`config.mk`:
```
export PLATFORM = sky130hd
export DESIGN_NAME = divergence_ctrl
export DESIGN_NICKNAME = d
export VERILOG_FILES = /design/src/rtl/divergence_ctrl.sv
export SDC_FILE = /design/constraint.sdc
export NUM_CORES = 1
export LEC_CHECK = 0
export ABC_CLOCK_PERIOD_IN_PS = 3520
export CORE_MARGIN = 2
export CORE_UTILIZATION = 50
export CTS_BUF_LIST = sky130_fd_sc_hd__clkbuf_2 sky130_fd_sc_hd__clkbuf_4 sky130_fd_sc_hd__clkbuf_8
export DETAILED_ROUTE_END_ITERATION = 8
export PLACE_DENSITY_LB_ADDON = 0.12
export SLEW_MARGIN = 5
export SYNTH_ARGS = -nofsm -noshare
export SYNTH_HDL_FRONTEND = slang
export SYNTH_SLANG_ARGS = --single-unit
```
`constraint.sdc`:
```
create_clock -name clk -period 3.52 [get_ports clk]
set_input_delay 0.352 -clock clk [delete_from_list [all_inputs] [get_ports clk]]
set_output_delay 0.352 -clock clk [all_outputs]
set_load 0.1 [all_outputs]
```
`src/rtl/divergence_ctrl.sv`:
```
// SIMT divergence controller: tracks the warp active mask and drives the divergence stack.
// Latency: non-divergent split 2 cycles, divergent split 3 cycles, join 3 cycles, error cases 1 cycle.
// Backpressure: cmd_ready drops while a split/join is in flight; POP_WAIT holds until stk_data_vld.
module divergence_ctrl #(
  parameter int NUM_THREADS = 32
) (
  input  logic                   clk,
  input  logic                   rst_n,
  input  logic                   cmd_valid,
  output logic                   cmd_ready,
  input  logic                   cmd_op,
  input  logic [31:0]            cmd_pc,
  input  logic [NUM_THREADS-1:0] cmd_pred,
  output logic [NUM_THREADS-1:0] active_mask,
  output logic                   redirect_valid,
  output logic [31:0]            redirect_pc,
  output logic                   err_overflow,
  output logic                   err_underflow,
  output logic                   stk_push,
  output logic                   stk_pop,
  output logic                   stk_push_back,
  output logic                   stk_read_tos,
  output logic [71:0]            stk_data,
  input  logic                   stk_data_vld,
  input  logic [71:0]            stk_data_out,
  input  logic                   stk_full,
  input  logic                   stk_empty
);

  localparam logic [1:0] S_IDLE     = 2'd0;
  localparam logic [1:0] S_PUSH_DIV = 2'd1;
  localparam logic [1:0] S_POP_WAIT = 2'd2;

  logic [1:0]             state;
  logic [31:0]            div_pc;      // resume PC of the not-taken group
  logic [NUM_THREADS-1:0] div_mask;    // not-taken threads, pushed second
  logic [NUM_THREADS-1:0] taken_mask;  // mask installed once both pushes are done
  logic                   mask_pend;   // taken_mask waits to be installed in the settle cycle

  logic [NUM_THREADS-1:0] taken;
  logic [NUM_THREADS-1:0] not_taken;
  logic                   divergent;

  // Only the mask field and the is_div/pc fields of a popped entry matter.
  logic [71:0]            unused_stk_data_out;
  assign unused_stk_data_out = stk_data_out;

  // Split outcome for the command currently presented.
  always_comb begin
    taken     = active_mask & cmd_pred;
    not_taken = active_mask & ~cmd_pred;
    divergent = (|taken) && (|not_taken);
  end

  // Stack entry: {is_div, 7'b0, pc, mask zero-extended to 32 bits}.
  function automatic logic [71:0] make_entry(input logic is_div, input logic [31:0] pc,
                                             input logic [NUM_THREADS-1:0] m);
    logic [31:0] m32;
    m32 = '0;
    m32[NUM_THREADS-1:0] = m;
    return {is_div, 7'b0, pc, m32};
  endfunction

  // Controller FSM; every output is a register updated here.
  always_ff @(posedge clk) begin
    if (!rst_n) begin
      state          <= S_IDLE;
      cmd_ready      <= 1'b1;
      active_mask    <= '1;
      redirect_valid <= 1'b0;
      redirect_pc    <= 32'd0;
      err_overflow   <= 1'b0;
      err_underflow  <= 1'b0;
      stk_push       <= 1'b0;
      stk_pop        <= 1'b0;
      stk_push_back  <= 1'b0;
      stk_read_tos   <= 1'b0;
      stk_data       <= 72'd0;
      div_pc         <= 32'd0;
      div_mask       <= '0;
      taken_mask     <= '0;
      mask_pend      <= 1'b0;
    end else begin
      // Strobes and the redirect are single-cycle unless re-asserted below.
      stk_push       <= 1'b0;
      stk_pop        <= 1'b0;
      stk_push_back  <= 1'b0;
      stk_read_tos   <= 1'b0;
      redirect_valid <= 1'b0;
      case (state)
        S_IDLE: begin
          if (!cmd_ready) begin
            // Settle cycle after a split: reopen the port, install the taken mask if pending.
            cmd_ready <= 1'b1;
            if (mask_pend) begin
              active_mask <= taken_mask;
              mask_pend   <= 1'b0;
            end
          end else if (cmd_valid) begin
            if (!cmd_op) begin
              if (stk_full) begin
                err_overflow <= 1'b1;
              end else begin
                stk_push  <= 1'b1;
                stk_data  <= make_entry(1'b0, 32'd0, active_mask);
                cmd_ready <= 1'b0;
                if (divergent) begin
                  state      <= S_PUSH_DIV;
                  div_pc     <= cmd_pc + 32'd4;
                  div_mask   <= not_taken;
                  taken_mask <= taken;
                end
              end
            end else begin
              if (stk_empty) begin
                err_underflow <= 1'b1;
              end else begin
                stk_pop   <= 1'b1;
                cmd_ready <= 1'b0;
                state     <= S_POP_WAIT;
              end
            end
          end
        end
        S_PUSH_DIV: begin
          // cmd_ready stays low so IDLE spends one settle cycle before reopening.
          state <= S_IDLE;
          if (stk_full) begin
            err_overflow <= 1'b1;
          end else begin
            stk_push  <= 1'b1;
            stk_data  <= make_entry(1'b1, div_pc, div_mask);
            mask_pend <= 1'b1;
          end
        end
        S_POP_WAIT: begin
          if (stk_data_vld) begin
            active_mask <= stk_data_out[NUM_THREADS-1:0];
            if (stk_data_out[71]) begin
              redirect_valid <= 1'b1;
              redirect_pc    <= stk_data_out[63:32];
            end
            cmd_ready <= 1'b1;
            state     <= S_IDLE;
          end
        end
        default: begin
          state     <= S_IDLE;
          cmd_ready <= 1'b1;
        end
      endcase
    end
  end

endmodule

```
Yosys cells after proc, flatten, opt, wreduce, memory -nomap -nowiden --
Cells that the tools add are included.
Cells by class: add/subtract/negate cells 1, eq/ne operators 13, muxes and demuxes 40, bitwise operators 6, reduce and logical (&&, ||, !) cells 17
Operators by type and width (number):
- 72-bit 2-to-1 mux | 5
- 72-bit one-hot mux with 2 select lines | 1
- 32-bit 2-to-1 mux | 3
- 32-bit AND | 2
- 32-bit one-hot mux with 2 select lines | 1
- 32-bit OR reduction | 2
- 32-bit by 3-bit adder with 32-bit output (second input constant) | 1
- 32-bit inverter | 1
- 1-bit 2-to-1 mux | 18
- 6-bit AND reduction | 3
- 2-bit inequality test (second input constant) | 8
- 2-bit 2-to-1 mux | 7
- 5-bit AND reduction | 2
- 3-bit inequality test (second input constant) | 3
- 3-bit AND reduction | 3
- 4-bit AND reduction | 2
- 1-bit one-hot mux with 2 select lines | 3
- 2-bit one-hot mux with 2 select lines | 1
- 2-bit nonzero test | 2
- 1-bit inverter | 3
- 1-bit one-hot mux with 3 select lines | 1
- 2-bit by 1-bit equality test with 1-bit output (second input constant) | 1
- 2-bit equality test (second input constant) | 1
- 2-bit logical NOT | 1
- 2 further kinds | 2
Word-level totals: register bits 241, input bits 143, output and inout bits 144, word-level logic and storage cells 91

Logic depth before layout (Yosys ltp) --
Gate-level depths: netlist of run 1.
word-level depth 10, depth in mapped cells 8, depth with buffers taken out 6

Least setup slack after synthesis of run 1 --
OpenSTA, ideal clock, no wires.
path kind reg2reg, start register cmd_ready, end register div_pc[11], setup time 0.138 ns, arrival time 2.449 ns, required time 3.382 ns, slack 0.934 ns, cell stages (with the launch flop) 8, path buffers 1, path through dfxtp_1 > nand2_1 > or3_1 > nor3_2 > o31ai_4 > nor2_2 > clkbuf_1 > a211oi_1
Between the ends: cells in the longest elaborated chain, start to end 1
Ends and longest elaborated chain:
- start, declared | RTL line 10 | output logic cmd_ready,
- start signal, assigned | RTL line 68 | cmd_ready <= 1'b1;
- start signal, assigned | RTL line 94 | cmd_ready <= 1'b1;
- start signal, assigned | RTL line 106 | cmd_ready <= 1'b0;
- 6-bit AND reduction (no source line)
- end signal, assigned | RTL line 109 | div_pc <= cmd_pc + 32'd4;
- end, declared | RTL line 35 | logic [31:0] div_pc;
No other way between the ends. A chain may end at the register's enable or synchronous reset.

Worst setup path after layout of run 1 --
start register state[1], end register taken_mask[9]
Between the ends: cells in the longest elaborated chain, start to end 2
Ends and longest elaborated chain:
- start, declared | RTL line 34 | logic [1:0] state;
- start signal, assigned | RTL line 67 | state <= S_IDLE;
- start signal, assigned | RTL line 108 | state <= S_PUSH_DIV;
- start signal, assigned | RTL line 120 | state <= S_POP_WAIT;
- 2-bit logical NOT | RTL line 90 | case (state)
- 6-bit AND reduction (no source line)
- end signal, assigned | RTL line 111 | taken_mask <= taken;
- end, declared | RTL line 37 | logic [NUM_THREADS-1:0] taken_mask;
No other way between the ends.

==> results of run 1 <==
[area by class of cell]
class	count	share of cell area
Sequential cell	234	0.343
Multi-Input combinational cell	807	0.358
Clock buffer	64	0.0590
Clock inverter	4	0.00147
Timing Repair Buffer	295	0.213
Tap cell	265	0.0243
Inverter	5	0.00156
[registers in the layout, indices dropped and copies added (netlist names)]
signal,cells
stk_data,65
active_mask,32
div_mask,32
div_pc,32
redirect_pc,32
taken_mask,32
state,2
cmd_ready,1
err_overflow,1
err_underflow,1
mask_pend,1
redirect_valid,1
stk_pop,1
stk_push,1
[through the flow]
| step | power, mW | hold slack (ns) | util | setup slack [ns] | cells |
|---|---|---|---|---|---|
| after global routing | 6.54 | 0.375 | 0.700 | 0.449 | 1674 |
| after CTS | 6.34 | 0.354 | 0.700 | 0.580 | 1674 |
| final | 6.31 | 0.382 | 0.700 | 0.600 | 1674 |
| after global placement | 3.85 | 0.441 | 0.657 | 0.267 | 1606 |
| after floorplan | 3.50 | 0.434 | - | 0.934 | 1148 |
| after detailed placement | 3.86 | 0.447 | 0.657 | 0.236 | 1606 |
[worst max path at each step]
| stage | start | endpoint | slack, ns | depth (start not counted) |
|---|---|---|---|---|
| floorplan | cmd_ready | div_pc[11] | 0.93 | 7 |
| global placement | cmd_valid | div_pc[17] | 0.27 | 8 |
| detailed placement | cmd_valid | taken_mask[11] | 0.24 | 8 |
| CTS | state[1] | taken_mask[9] | 0.58 | 6 |
| global route | state[1] | taken_mask[7] | 0.45 | 6 |
| finish | state[1] | taken_mask[9] | 0.60 | 6 |
[cell families after synthesis]
group,share of synthesized area
AO/OA/AOI/OAI,0.180
AND/OR/NAND/NOR,0.179
multiplexers,0.0985
flip-flops,0.469
buffers and inverters,0.0470
other,0.000376
XOR/XNOR,0.0246
adder cells (fa/ha/maj),0.00125
[synthesized netlist by cell type, types with 2 or more instances]
cell	count
nand3_1	78
xor2_1	13
or3_1	3
nor3_1	9
o21ai_0	30
nand2_1	144
mux2_2	2
nand2b_1	2
and3_1	6
mux2i_1	96
nor4_1	11
buf_1	2
nor2_1	81
inv_1	4
a22o_1	2
a211oi_1	61
dfxtp_1	234
o211ai_1	32
xnor2_1	15
clkbuf_1	72
nand4_1	9
or4_1	2
a22oi_1	44
buf_4	13
buf_2	15
a21oi_1	101
o21ai_1	8
nor2b_1	35
[per-layer routing]
| metal | routed length (um) | GRT usage | vias to the layer above |
|---|---|---|---|
| met2 | 13300 | 0.413 | 420 |
| met3 | 2860 | 0.0682 | 46 |
| met4 | 656 | 0.0789 | 0 |
| met5 | 0 | 0 | - |
| met1 | 13500 | 0.394 | 4395 |
| li1 | - | - | 4532 |
[power by group through the flow]
stage          registers (mW)  logic, mW  clock network [mW]
3_3_place_gp             2.85      0.996                   0
5_1_grt                  2.81       1.06                2.67
3_5_place_dp             2.86       1.00                   0
2_1_floorplan            3.14      0.358                   0
6_report                 2.80       1.01                2.50
4_1_cts                  2.80       1.01                2.54
[worst max-delay path: cells and delay by family, from the launching register on]
kind            cells  cell delay (ns)
compound gates      1             0.16
buf+inv             1             0.39
flops               1             0.45
mux                 1             0.23
simple gates        3             1.59
==> reports/qor.yml, run 1 <==
status: "completed"
powerDensity_nw_per_um2: 462
period_share: 0.830
avgRoutedWirePerCell_um: 18.1
critical_path.cell_chain: "or3_1, nor3_2, o31ai_4, nor2_4, buf_4, mux2i_1"
drc_errors: 0
grt_max_degree: 99
cts.path.max_buffers: 3
synth_top_area_share: 0.469
grt_pass1_vias: 8844
coreArea_um2: 19500
max-slew-margin-rel: 0.231
final_cell_mix: "clkdlybuf4s50_1, dfxtp_1, nand2_1, a21oi_1, mux2i_1"
grt_pass1_wl_um: 47600
fin_area_um2: 13700
critPathArrivalTime_ns: 3.36
gr-total-overflow: 0
fmaxAchievable_mhz: 342
drt-vias-per-instance: 5.61
dpl.hpwl_um: 20700
synth_flop_cell: "dfxtp_1"
cts-hold-fix-buffers: 0
switching_share: 0.283
ir_drop_uv: 268
crit_type: "register to register"
slowest_stage: "nor2_4"
crit_path_max_fanout: 34
multiInputGateArea_um2: 4890
fin_crit_ns: 2.92
synth_area_um2: 9980
fp.dieW_um: 145
syn_inst: 1140
cts_setup_buffers: 0
setup_viol: 0
yosysTopAreaCell: "dfxtp_1"
place.gp.congestion: 0.916
hold_class: "primary input to register"
ff2ff_path_depth: 6
nets: 1527
cap_violations: 0
filler_cell_count: 1602
cts_tree: "yes"
syn_area_per_cell_um2: 8.76
synth_edf_count: 0
start_util: 0.511
antenna_found_initial: 0
grt.total_usage: 0.275
worst_pin_slew_ns: 1.15
p_int_mw: 4.52
synthTopCellsByArea: "dfxtp_1, mux2i_1, nand2_1, a21oi_1, a211oi_1"
rr_startpoint: "state[1]"
grt_setup_unrepaired: "false"
clk_latency_ns: 0.52
rrSetupSlack_ns: 0.60
cts_sinks: 234
hold_end: "redirect_pc[29]"
first_pass_iters: 5
yosysWarnings: 0
leakagePower_nw: 4.80
htree_levels: 2
antenna_left: 0
diodes: 0
cts_made_buffers: 40
clock_skew_ns: 0.0147
p_comb_frac: 0.160
min_from: "stk_data_out[61]"
cts_resized: 0
slew_violations: 0
tns_ns: 0
hold_depth: 3
final_common_cell: "clkdlybuf4s50_1"
synthArstFlopShare: 0
io_buffers: 270
die_h_um: 145
ys_seq_elements: 234
switchingPower_mw: 1.79
clk_pin_slew_ns: 0.06
finalHoldViolCount: 0
syn_to_final_growth_pct: 36.9
via_count: 9393
root_buffer: "clkbuf_8"
drive_gt1_frac: 0.0774
seqPwrFrac: 0.444
clockPowerShare: 0.396
required_ns: 3.96
dieArea_um2: 21100
drt-initial-drc-count: 767
dpl-instance-area_um2: 12800
ioPinCount: 287
seq_area_um2: 4680
max_stage_delay_ns: 0.88
start_kind: "register"
synth-seq-area-share: 0.469
worstSetupEndpointType: "register"
wirelength_um: 30300
rows: 51
synth.distinct_cells: 44
r2r_end: "taken_mask[9]"
Power figures use the tool's default switching activity.
==> inputs of run 2 (changes only) <==
Settings changed: ABC_CLOCK_PERIOD_IN_PS 3520 to 2700, CORE_UTILIZATION 50 to 49.
Clock period 3.52 ns to 2.7 ns, I/O delays scaled along.
==> run 2 against run 1 <==
- via count is 0.22% higher
- clock-buffer cell count is 1 higher
- total power is 31% higher
- critical endpoint is now div_pc[13]
- die area is 2.0% higher
==> reports/qor.yml, run 2 (synthesized netlist as in run 1, its figures left out) <==
status: "completed"
cts_tree: "yes"
worst_pin_slew_ns: 1.02  # -0.131 ns
via_count: 9414  # +0.22%
setup_viol: 0  # unchanged
avgRoutedWirePerCell_um: 17.9  # -1.1%
largest_register: "stk_data"
cts-hold-fix-buffers: 0  # unchanged
grt_use_met3: 0.0556  # -0.0126
nets: 1553  # +1.7%
required_ns: 3.10  # -0.86 ns
start_util: 0.497  # -0.0147
cap_violations: 0  # unchanged
dpl.hpwl_um: 21100  # +2.0%
setup_ws_ns: 0.456  # -0.145 ns
tns_ns: 0  # unchanged
crit_path_max_fanout: 46  # +35%
busiest_layer: "met2"
start_kind: "register"
final_cell_mix: "dfxtp_1, buf_4, nand2_1, clkdlybuf4s50_1, a21oi_1"
antenna_left: 0  # unchanged
cts.path.max_buffers: 3  # unchanged
drc_errors: 0  # unchanged
finalHoldViolCount: 0  # unchanged
clk_latency_ns: 0.53  # about the same
leakagePower_nw: 5.14  # +7.0%
drive_gt1_frac: 0.188  # +0.110
drt-initial-drc-count: 674  # -12%
io_buffers: 270  # unchanged
place_ws_ns: 0.0702  # -0.166 ns
slew_violations: 0  # unchanged
dieArea_um2: 21500  # +2.0%
period_share: 0.831  # +0.00178
worstSetupEndpointType: "register"
cts_resized: 0  # unchanged
htree_levels: 2  # unchanged
antenna_found_initial: 0  # unchanged
hold_class: "primary input to register"
fmaxAchievable_mhz: 446  # +30%
powerDensity_nw_per_um2: 606  # +31%
crit_type: "register to register"
diodes: 0  # unchanged
use_met1: 0.374  # -0.0204
grt_pass1_vias: 8780  # -0.72%
drt-vias-per-instance: 5.52  # -1.5%
syn_to_final_growth_pct: 36.2
first_pass_iters: 5  # unchanged
cts_made_buffers: 41  # +2.5%
gr-total-overflow: 0  # unchanged
coreArea_um2: 20100  # +3.0%
max-slew-margin-rel: 0.321  # +0.0893
cts_setup_buffers: 0  # unchanged
grt_pass1_wl_um: 47400  # -0.33%
die_h_um: 147  # +0.98%
use_met2: 0.431  # +0.0177
clock_skew_ns: 0.0196  # +0.00494 ns
rows: 52  # +2.0%
fp.dieW_um: 147  # +0.98%
largest_reg_flops: 65  # unchanged
filler_cell_count: 1721  # +7.4%
critPathArrivalTime_ns: 2.65  # -0.71 ns
ir_drop_uv: 543  # +100%
grt.total_usage: 0.275  # -0.000671
grt_setup_unrepaired: "false"
ioPinCount: 287  # unchanged
cts_sinks: 234  # unchanged
clk_pin_slew_ns: 0.06  # about the same
root_buffer: "clkbuf_8"
place.gp.congestion: 0.928  # +1.2%
fin_crit_ns: 2.24  # -0.675 ns
wirelength_um: 30500  # +0.70%
grt_max_degree: 99  # unchanged
final_common_cell: "dfxtp_1"
[run 2: metal layers]
layer | vias to the layer above | routed length, um
li1 | 4582 | -
met1 | 4376 | 13300
met2 | 389 | 13800
met3 | 67 | 2420
met4 | 0 | 971
met5 | - | 0
[run 2: through the flow]
stage / hold slack (ns) / power (mW) / instances / instance area (um2) / utilization
floorplan: 0.367 / 4.56 / 1148 / 10000 / -
global placement: 0.441 / 5.03 / 1636 / 12800 / 0.636
detailed placement: 0.447 / 5.04 / 1636 / 12800 / 0.636
CTS: 0.258 / 8.30 / 1704 / 13600 / 0.677
global route: 0.276 / 8.54 / 1704 / 13600 / 0.677
finish: 0.269 / 8.25 / 1704 / 13600 / 0.677
[run 2: final cells by class]
cell class,count,area [um2],area share
repair buffers,320,2850,0.209
inverters,5,21.3,0.00156
clock buffers,65,801,0.0589
clock inverters,3,18.8,0.00138
well taps,270,338,0.0248
multi-input cells,807,4890,0.360
flip-flops and latches,234,4680,0.344
[run 2: final timing paths]
| kind | startpoint | end | slack, ns | cells past startpoint |
|---|---|---|---|---|
| worst max-delay path | active_mask[3] | div_pc[13] | 0.46 | 7 |
| worst min-delay path | rst_n | stk_data[35] | 0.27 | 3 |
| worst max register to register | active_mask[3] | div_pc[13] | 0.46 | 7 |
| worst min register to register | redirect_pc[11] | redirect_pc[11] | 0.45 | 2 |
[run 2: report_power, final]
group	leakage [nW]	switching [mW]	internal, mW
registers	1.90	0.0841	3.57
clock network	0.440	1.40	1.87
logic	2.80	0.875	0.453
[run 2: worst max-delay path: stages, from the launching register on]
cell and delay [ns]:
dfxtp_1 0.42, nor2b_1 0.21, nor4_1 0.39, nand4_1 0.24, o31a_2 0.37, buf_12 0.19, a21oi_1 0.20, a211oi_1 0.08
